`config.mk`:
```
export PLATFORM = sky130hd
export DESIGN_NAME = ram_port_a_arbiter
export DESIGN_NICKNAME = d
export VERILOG_FILES = /design/src/rtl/ram_port_a_arbiter.sv
export SDC_FILE = /design/constraint.sdc
export NUM_CORES = 1
export LEC_CHECK = 0
export BUFFER_PORTS_ARGS = -buffer_cell sky130_fd_sc_hd__buf_2
export CAP_MARGIN = 20
export CORE_MARGIN = 10
export CORE_UTILIZATION = 40
export DETAILED_ROUTE_END_ITERATION = 8
export GPL_TIMING_DRIVEN = 0
export PLACE_DENSITY = 0.78
export REMOVE_ABC_BUFFERS = 1
export SYNTH_ARGS = -nofsm -noshare
export SYNTH_HDL_FRONTEND = slang
export SYNTH_SLANG_ARGS = --single-unit
```
`constraint.sdc`:
```
create_clock -name clock -period 3.1 [get_ports clock]
set_clock_uncertainty 0.15 [all_clocks]
set_input_delay 0.62 -clock clock [delete_from_list [all_inputs] [get_ports clock]]
set_output_delay 0.62 -clock clock [all_outputs]
set_load 0.02 [all_outputs]
```
`src/rtl/ram_port_a_arbiter.sv`:
```
// Round-robin arbiter sharing port A of a single-port-latency RAM between
// two requesters, with RMW lock, bounded hold and tagged read responses.
module ram_port_a_arbiter #(
    parameter int DEPTH    = 4096,
    parameter int WIDTH    = 32,
    parameter int MAX_HOLD = 8,
    localparam int AW      = $clog2(DEPTH),
    localparam int BE      = WIDTH / 8
) (
    input  logic             clock,
    input  logic             reset,

    input  logic             r0_valid,
    output logic             r0_ready,
    input  logic [AW-1:0]    r0_addr,
    input  logic             r0_wr,
    input  logic [BE-1:0]    r0_be,
    input  logic [WIDTH-1:0] r0_wdata,
    input  logic             r0_lock,
    output logic             r0_rsp_valid,
    output logic [WIDTH-1:0] r0_rsp_rdata,

    input  logic             r1_valid,
    output logic             r1_ready,
    input  logic [AW-1:0]    r1_addr,
    input  logic             r1_wr,
    input  logic [BE-1:0]    r1_be,
    input  logic [WIDTH-1:0] r1_wdata,
    input  logic             r1_lock,
    output logic             r1_rsp_valid,
    output logic [WIDTH-1:0] r1_rsp_rdata,

    output logic [AW-1:0]    ram_address_a,
    output logic             ram_wren_a,
    output logic [BE-1:0]    ram_byteena_a,
    output logic [WIDTH-1:0] ram_data_a,
    input  logic [WIDTH-1:0] ram_q_a
);

    localparam logic [7:0] HOLD_MAX = 8'(MAX_HOLD);

    logic             prio_q;
    logic             owner_vld_q;
    logic             owner_id_q;
    logic             last_win_q;
    logic [7:0]       hold_cnt_q;
    logic             vld_p1;
    logic             rsp_owner_p1;
    logic [AW-1:0]    addr_q;
    logic [WIDTH-1:0] data_q;

    logic             gnt;
    logic             win;
    logic             hold_max;
    logic             own_valid;
    logic             oth_valid;
    logic             sel_wr;
    logic             sel_lock;
    logic [AW-1:0]    sel_addr;
    logic [BE-1:0]    sel_be;
    logic [WIDTH-1:0] sel_wdata;

    function automatic logic [7:0] sat_inc(input logic [7:0] c);
        return (c >= HOLD_MAX) ? HOLD_MAX : c + 8'd1;
    endfunction

    always_comb begin
        gnt       = 1'b0;
        win       = 1'b0;
        hold_max  = (hold_cnt_q == HOLD_MAX);
        own_valid = owner_id_q ? r1_valid : r0_valid;
        oth_valid = owner_id_q ? r0_valid : r1_valid;
        if (owner_vld_q) begin
            // A locked owner keeps the port (even idle) until the other side
            // has waited out the hold budget.
            if (own_valid) begin
                gnt = 1'b1;
                win = (oth_valid && hold_max) ? ~owner_id_q : owner_id_q;
            end
        end else if (r0_valid && r1_valid) begin
            gnt = 1'b1;
            win = (last_win_q == prio_q && hold_max) ? ~prio_q : prio_q;
        end else if (r0_valid) begin
            gnt = 1'b1;
            win = 1'b0;
        end else if (r1_valid) begin
            gnt = 1'b1;
            win = 1'b1;
        end
        if (reset) begin
            gnt = 1'b0;
        end
    end

    assign sel_addr  = win ? r1_addr  : r0_addr;
    assign sel_wr    = win ? r1_wr    : r0_wr;
    assign sel_be    = win ? r1_be    : r0_be;
    assign sel_wdata = win ? r1_wdata : r0_wdata;
    assign sel_lock  = win ? r1_lock  : r0_lock;

    assign r0_ready      = gnt & ~win;
    assign r1_ready      = gnt & win;
    assign ram_address_a = gnt ? sel_addr : addr_q;
    assign ram_data_a    = gnt ? sel_wdata : data_q;
    assign ram_wren_a    = gnt & sel_wr;
    assign ram_byteena_a = (gnt & sel_wr) ? sel_be : '1;

    // Stage p0 -> p1: arbitration state and read-response tracking
    always_ff @(posedge clock) begin
        if (reset) begin
            prio_q      <= 1'b0;
            owner_vld_q <= 1'b0;
            owner_id_q  <= 1'b0;
            last_win_q  <= 1'b0;
            hold_cnt_q  <= 8'd0;
            vld_p1      <= 1'b0;
        end else begin
            vld_p1 <= gnt & ~sel_wr;
            if (gnt) begin
                prio_q      <= ~win;
                last_win_q  <= win;
                hold_cnt_q  <= (win == last_win_q) ? sat_inc(hold_cnt_q) : 8'd1;
                owner_vld_q <= sel_lock;
                owner_id_q  <= win;
            end
        end
    end

    always_ff @(posedge clock) begin
        if (gnt) begin
            rsp_owner_p1 <= win;
            addr_q       <= sel_addr;
            data_q       <= sel_wdata;
        end
    end

    assign r0_rsp_valid = vld_p1 & ~rsp_owner_p1 & ~reset;
    assign r1_rsp_valid = vld_p1 & rsp_owner_p1 & ~reset;
    assign r0_rsp_rdata = ram_q_a;
    assign r1_rsp_rdata = ram_q_a;

endmodule

```
==> results of run 1 <==
[layer usage]
metal	share of wire, %	routed length (um)	vias up	GRT usage, %
met2	45	8980	304	37.2
met5	0.42	84	-	5.49
met4	1.3	267	2	5.33
li1	-	-	1729	-
met3	13	2700	36	17.0
met1	40	8020	2064	30.3
[per-stage QoR]
stage,instance area (sq um),cells
2_1_floorplan,2800,275
3_3_place_gp,3720,539
3_5_place_dp,3880,548
4_1_cts,4810,591
5_1_grt,5700,613
6_report,5700,613
[placed cells by master, fill, tap and decap left out, types with 6 or more instances in the layout]
master,Yosys,routed
buf_4,64,37
dfxtp_1,56,51
nor2_1,7,7
a41oi_2,0,32
a2bb2oi_2,0,31
a2bb2oi_1,44,13
o31ai_2,0,27
o31ai_1,46,15
a41oi_1,44,11
buf_2,17,113
clkbuf_8,0,10
buf_12,0,7
or3_4,0,7
nand2b_1,7,6
buf_6,1,34
[state kept, by name, summed over array words and instances, names as in the netlist]
register	flops
hold_cnt_q	8
owner_vld_q	1
last_win_q	1
prio_q	1
vld_p1	1
addr_q	12
data_q	32
rsp_owner_p1	1
[worst min path at each step]
stage / from / cells past startpoint / end
3_5_place_dp: hold_cnt_q[4] / 1 / hold_cnt_q[4]
6_report: data_q[27] / 1 / data_q[27]
5_1_grt: hold_cnt_q[6] / 1 / hold_cnt_q[6]
4_1_cts: data_q[1] / 1 / data_q[1]
3_3_place_gp: hold_cnt_q[6] / 1 / hold_cnt_q[6]
2_1_floorplan: hold_cnt_q[6] / 1 / hold_cnt_q[6]
[worst max-delay path: stages, from the launching register on]
cell and delay [ns]:
dfxtp_2 0.33, or4_4 0.58, buf_4 0.18, or3_4 0.43
a41oi_1 0.31, a2bb2oi_1 0.12, buf_2 0.18
[timing repair]
action	in CTS	in global routing
setup buffers	19	12
pin swaps	22	46
gates resized for setup	111	129
cloned	9	10
hold buffers	0	0
setup endpoints to repair	51	51
[cell families after synthesis]
| family | Yosys count | synth area share, % |
|---|---|---|
| compound gates | 159 | 36.9 |
| buf+inv | 118 | 20.4 |
| flops | 57 | 33.0 |
| simple gates | 49 | 8.42 |
| mux | 2 | 0.609 |
| fa+ha+maj | 2 | 0.716 |
[power groups by stage]
stage	clock, W	combinational [W]	sequential (W)
2_1_floorplan	0	0.000523	0.000924
3_3_place_gp	0	0.000790	0.000932
3_5_place_dp	0	0.000837	0.000938
4_1_cts	0.000619	0.00103	0.000937
5_1_grt	0.000649	0.00137	0.000961
6_report	0.000613	0.00131	0.000951
[layout make-up]
cell class	count	area, sq um
Sequential cell	57	1160
Timing Repair Buffer	203	1640
Clock buffer	15	156
Inverter	6	41.3
Tap cell	108	135
Fill cell	677	2890
Multi-Input combinational cell	224	2560
[synthesized netlist by cell type (all sizes together) (3+ instances only)]
| library cell | n |
|---|---|
| dfxtp | 56 |
| nor2 | 7 |
| a31oi | 3 |
| inv | 6 |
| a311oi | 5 |
| and3 | 5 |
| a41oi | 44 |
| nor4 | 4 |
| a2bb2oi | 44 |
| o21ai | 5 |
| nor2b | 3 |
| buf | 83 |
| clkbuf | 29 |
| nand4 | 4 |
| o31ai | 46 |
| nand2 | 6 |
| a21oi | 5 |
| nand2b | 7 |
==> reports/results.ini, run 1 <==
[timing]
tns_ns=-2.01
final_hold_viol_count=0
slew_headroom_pct=57.4
min_period_ns=3.22
setup_viol=41
whs_ns=0.344
rsz0062_at_grt=yes
fin_ws_ns=-0.118
clock.fmax_mhz=311
fin_crit_sh_pct=104
final_max_slew_viol_count=0
worst_pin_slew_ns=0.637

[grt]
grt_first_pass_wirelength_mm=25.7
grt_max_degree=51
antenna_found_initial=0
grt_overflow_total=0
grt_pass1_vias=4192
gr-usage-all-layers_pct=25.6

[worst_setup_path]
critPathRequiredTime_ns=2.33
endpoint_kind=output pin
crit_path_start=hold_cnt_q[7]
r2r_end=addr_q[10]
r2r_cells=8
cp-endpoint=ram_data_a[28]
crit_path_start_kind=flop
cp_max_fo=6
rrSetupSlack_ns=0.81
r2r_start=hold_cnt_q[7]
path_class=reg2out
arrival_ns=2.45

[cells_and_area]
n_antenna_cell=0
drive_gt1_share_pct=69.3
fin_nets=639
area_growth_pct=63.1
final_core_util_pct=66.3

[yosys]
synth_area_sq_um=3490
synth_edf_count=1
synth.area.top_cells=dfxtp_1 (32%), buf_4 (14%), a2bb2oi_1 (11%)
ys.warnings.count=0
synth_cell_types=41
yosysTopAreaCell=dfxtp_1
yosys.area.top_type_share_pct=32.1
syn_inst=387
ys.flop_type=dfxtp_1
ys_ff_latch=57
synth_seq_area_share_pct=33.0
syn_area_per_cell_sq_um=9.03
ys_async_sr_fraction_pct=0

[placed_design]
place_congestion=0.727
dp_hpwl_mm=10.8
place_ws_ns=-0.694
portBuffers=156

[pwr]
powerDensity_nw_per_um2=504
fin_total_pwr_w=0.00287
power_frac_comb_pct=45.5
clockPowerShare_pct=21.4
switching_share_pct=36.2
p_seq_share_pct=33.1
ir_worst_vdd_mv=0.286
leakage_nw=2.24
p_sw_w=0.00104
power.internal_w=0.00183

[clocking]
clock_sinks=57
root_buffer=clkbuf_8
h-tree-depth=3
clkSlewWorstSetupHoldPaths_ns=0.06
cts_buffer_depth=2
cts_buffers=9
clk_latency_ns=0.34
cts_tree=built

[route]
vias=4135
vias_per_cell=6.75
routedWlPerCell_um=32.7
antenna_left=0
routed_wl_mm=20.0
drtIter0Drc=344
drc_errors=0
first_pass_iters=4

[die]
chipWidth_um=113
die_height_um=113
coreArea_sq_um=8590
rows=34
start_util_pct=40.7
io-pin-count=253
die-area_sq_um=12900

[status]
outcome=complete, but fails checks
violations=negative setup slack

[min_path]
hold_class=reg2reg

[run]
cap_violations=0

(Power assumes the default switching activity.)
==> inputs of run 2 (changes only) <==
- CORE_UTILIZATION: 40 -> 41
- PLACE_DENSITY: 0.78 -> 0.8
==> reports/results.ini, run 2 (synthesis gave the netlist of run 1 again) <==
[cells_and_area]
area_growth_pct=58.1
drive_gt1_share_pct=66.2  ; -3.1 points
final_common_cell=buf_2
largest_register=data_q
reg_top3=data_q: 32 flops, addr_q: 12 flops, hold_cnt_q: 8 flops
stdcell_count=602  ; -1.8%
layout_common_cells=buf_2 (110), dfxtp_1 (52), buf_6 (48)
n_antenna_cell=0  ; unchanged
final_core_util_pct=66.9  ; +0.54 points
largest_reg_flops=32  ; unchanged
stdcell_area_sq_um=5520  ; -3.1%
fin_nets=630  ; -1.4%

[placed_design]
dp_hpwl_mm=11.6  ; +7.3%
place_congestion=0.795  ; +9.3%
portBuffers=156  ; unchanged
post_dp_cell_area_sq_um=3900  ; +0.45%
placedCellCount=545  ; -0.55%

[grt]
grt_pass1_vias=4033  ; -3.8%
grt_max_degree=51  ; unchanged
grt_first_pass_wirelength_mm=26.2  ; +2.1%
antenna_found_initial=0  ; unchanged
gr-usage-all-layers_pct=26.6  ; +0.99 points
grt_overflow_total=0  ; unchanged

[route]
route.met3.wl_mm=3.05  ; +13%
top_layer=met5
met1Wirelength_mm=6.78  ; -15%
drc_errors=0  ; unchanged
antenna_left=0  ; unchanged
vias_per_cell=6.69  ; -0.88%
met2_length_mm=9.07  ; +0.98%
drtIter0Drc=280  ; -19%
routed_wl_mm=19.4  ; -3.4%
first_pass_iters=4  ; unchanged
routedWlPerCell_um=32.2  ; -1.6%
vias=4025  ; -2.7%

[die]
die-area_sq_um=12600  ; -2.0%
start_util_pct=42.3  ; +1.7 points
chipWidth_um=112  ; -1.0%
io-pin-count=253  ; unchanged
coreArea_sq_um=8260  ; -3.9%
die_height_um=112  ; -1.0%
rows=33  ; -2.9%

[clocking]
clkSlewWorstSetupHoldPaths_ns=0.08  ; +0.02 ns
clock_sinks=57  ; unchanged
cts_buffers=9  ; unchanged
root_buffer=clkbuf_8
hold_buffers=0  ; unchanged
clk_latency_ns=0.34  ; about the same
cts_tree=built
h-tree-depth=3  ; unchanged
cts_buffer_depth=2  ; unchanged

[timing]
fin_crit_sh_pct=104  ; about the same
worst_pin_slew_ns=0.599  ; -0.0379 ns
final_hold_viol_count=0  ; unchanged
slew_headroom_pct=60.1  ; +2.7 points
final_max_slew_viol_count=0  ; unchanged
rsz0062_at_grt=yes
fin_ws_ns=-0.120  ; -0.00165 ns
clock.fmax_mhz=311  ; about the same
setup_viol=47  ; +15%
min_period_ns=3.22  ; +0.00165 ns

[pwr]
ir_worst_vdd_mv=0.389  ; +36%
power_frac_comb_pct=42.8  ; -2.7 points
clockPowerShare_pct=25.8  ; +4.4 points
leakage_nw=2.22  ; -0.72%
p_seq_share_pct=31.5  ; -1.6 points
p_sw_w=0.00106  ; +1.5%
powerDensity_nw_per_um2=548  ; +8.9%
switching_share_pct=34.9  ; -1.4 points
power.internal_w=0.00197  ; +7.8%

[worst_setup_path]
crit_path_start_kind=flop
crit_chain=or4_4 > o211ai_1 > buf_4 > buf_8 > buf_8 > a41oi_2 > a2bb2oi_2 > buf_6
arrival_ns=2.45  ; about the same
path_class=reg2out
slowest_delay_ns=0.58  ; about the same
cp_max_fo=8  ; +2
critPathSlowestCell=or4_4
cpLargestDelayFamily=compound AO/OA/AOI/OAI gates
critPathRequiredTime_ns=2.33  ; about the same
critPathMostFrequentCell=buf_8
endpoint_kind=output pin
crit_buf_inv=4  ; +2

[status]
outcome=complete, but fails checks
violations=negative setup slack

[run]
cap_violations=0  ; unchanged

[min_path]
hold_class=reg2reg

[run 2: cell count changes in the layout (fill, tap and decap cells not counted), sizes merged]
cell,change
buf,-3
a211o,-1
bufinv,+1
clkinvlp,+3
clkbuf,-7
and2,-1
bufbuf,-1
clkinv,+1
[run 2: worst paths after layout]
kind | endpoint | cells after the start | slack (ns) | start
max | ram_data_a[21] | 8 | -0.12 | hold_cnt_q[7]
min | data_q[14] | 1 | 0.35 | data_q[14]
max reg2reg | data_q[29] | 9 | 0.78 | hold_cnt_q[0]
min reg2reg | data_q[14] | 1 | 0.35 | data_q[14]
[run 2: layer usage]
layer | GRT usage, % | up-vias
met5 | 5.10 | -
met2 | 40.1 | 330
met1 | 29.3 | 1948
met4 | 5.92 | 2
li1 | - | 1697
met3 | 19.2 | 48
[run 2: through the flow]
| step | TNS, ns | hold slack, ns | power, W | setup WS [ns] |
|---|---|---|---|---|
| floorplan | -85.12 | 0.293 | 0.00145 | -1.11 |
| global placement | -187.32 | 0.307 | 0.00172 | -2.40 |
| detailed placement | -29.48 | 0.315 | 0.00177 | -0.658 |
| CTS | -0.846 | 0.341 | 0.00280 | -0.0752 |
| global route | -6.82 | 0.359 | 0.00314 | -0.220 |
| finish | -2.76 | 0.346 | 0.00303 | -0.120 |
[run 2: final cells by class]
cell class                 count  area (sq um)
multi-input combinational    222          2420
inverter                       6          38.8
timing repair buffer         196          1550
fill                         611          2740
clock inverter                 5          61.3
clock buffer                  11           163
tap                          105           131
sequential                    57          1160
[run 2: repair_timing]
item                       CTS  global route
setup endpoints to repair   51            51
buffers inserted            24             6
pin swaps                   21            40
cloned                       9             2
resized for setup          122           102
[run 2: power groups by stage]
stage	sequential [W]	combinational [W]	clock (W)
after detailed placement	0.000938	0.000834	0
after global routing	0.000964	0.00136	0.000818
after CTS	0.000939	0.00107	0.000791
after global placement	0.000932	0.000789	0
after floorplan	0.000924	0.000523	0
final	0.000952	0.00129	0.000781
[run 2: worst reg2reg max path: stages (launching register included)]
cell and delay, ns:
dfxtp_2 0.35, inv_1 0.09, ha_1 0.17, nand3b_1 0.14, buf_4 0.21, o211a_4 0.27
buf_16 0.18, o31ai_1 0.38, a2bb2oi_2 0.13, buf_4 0.15
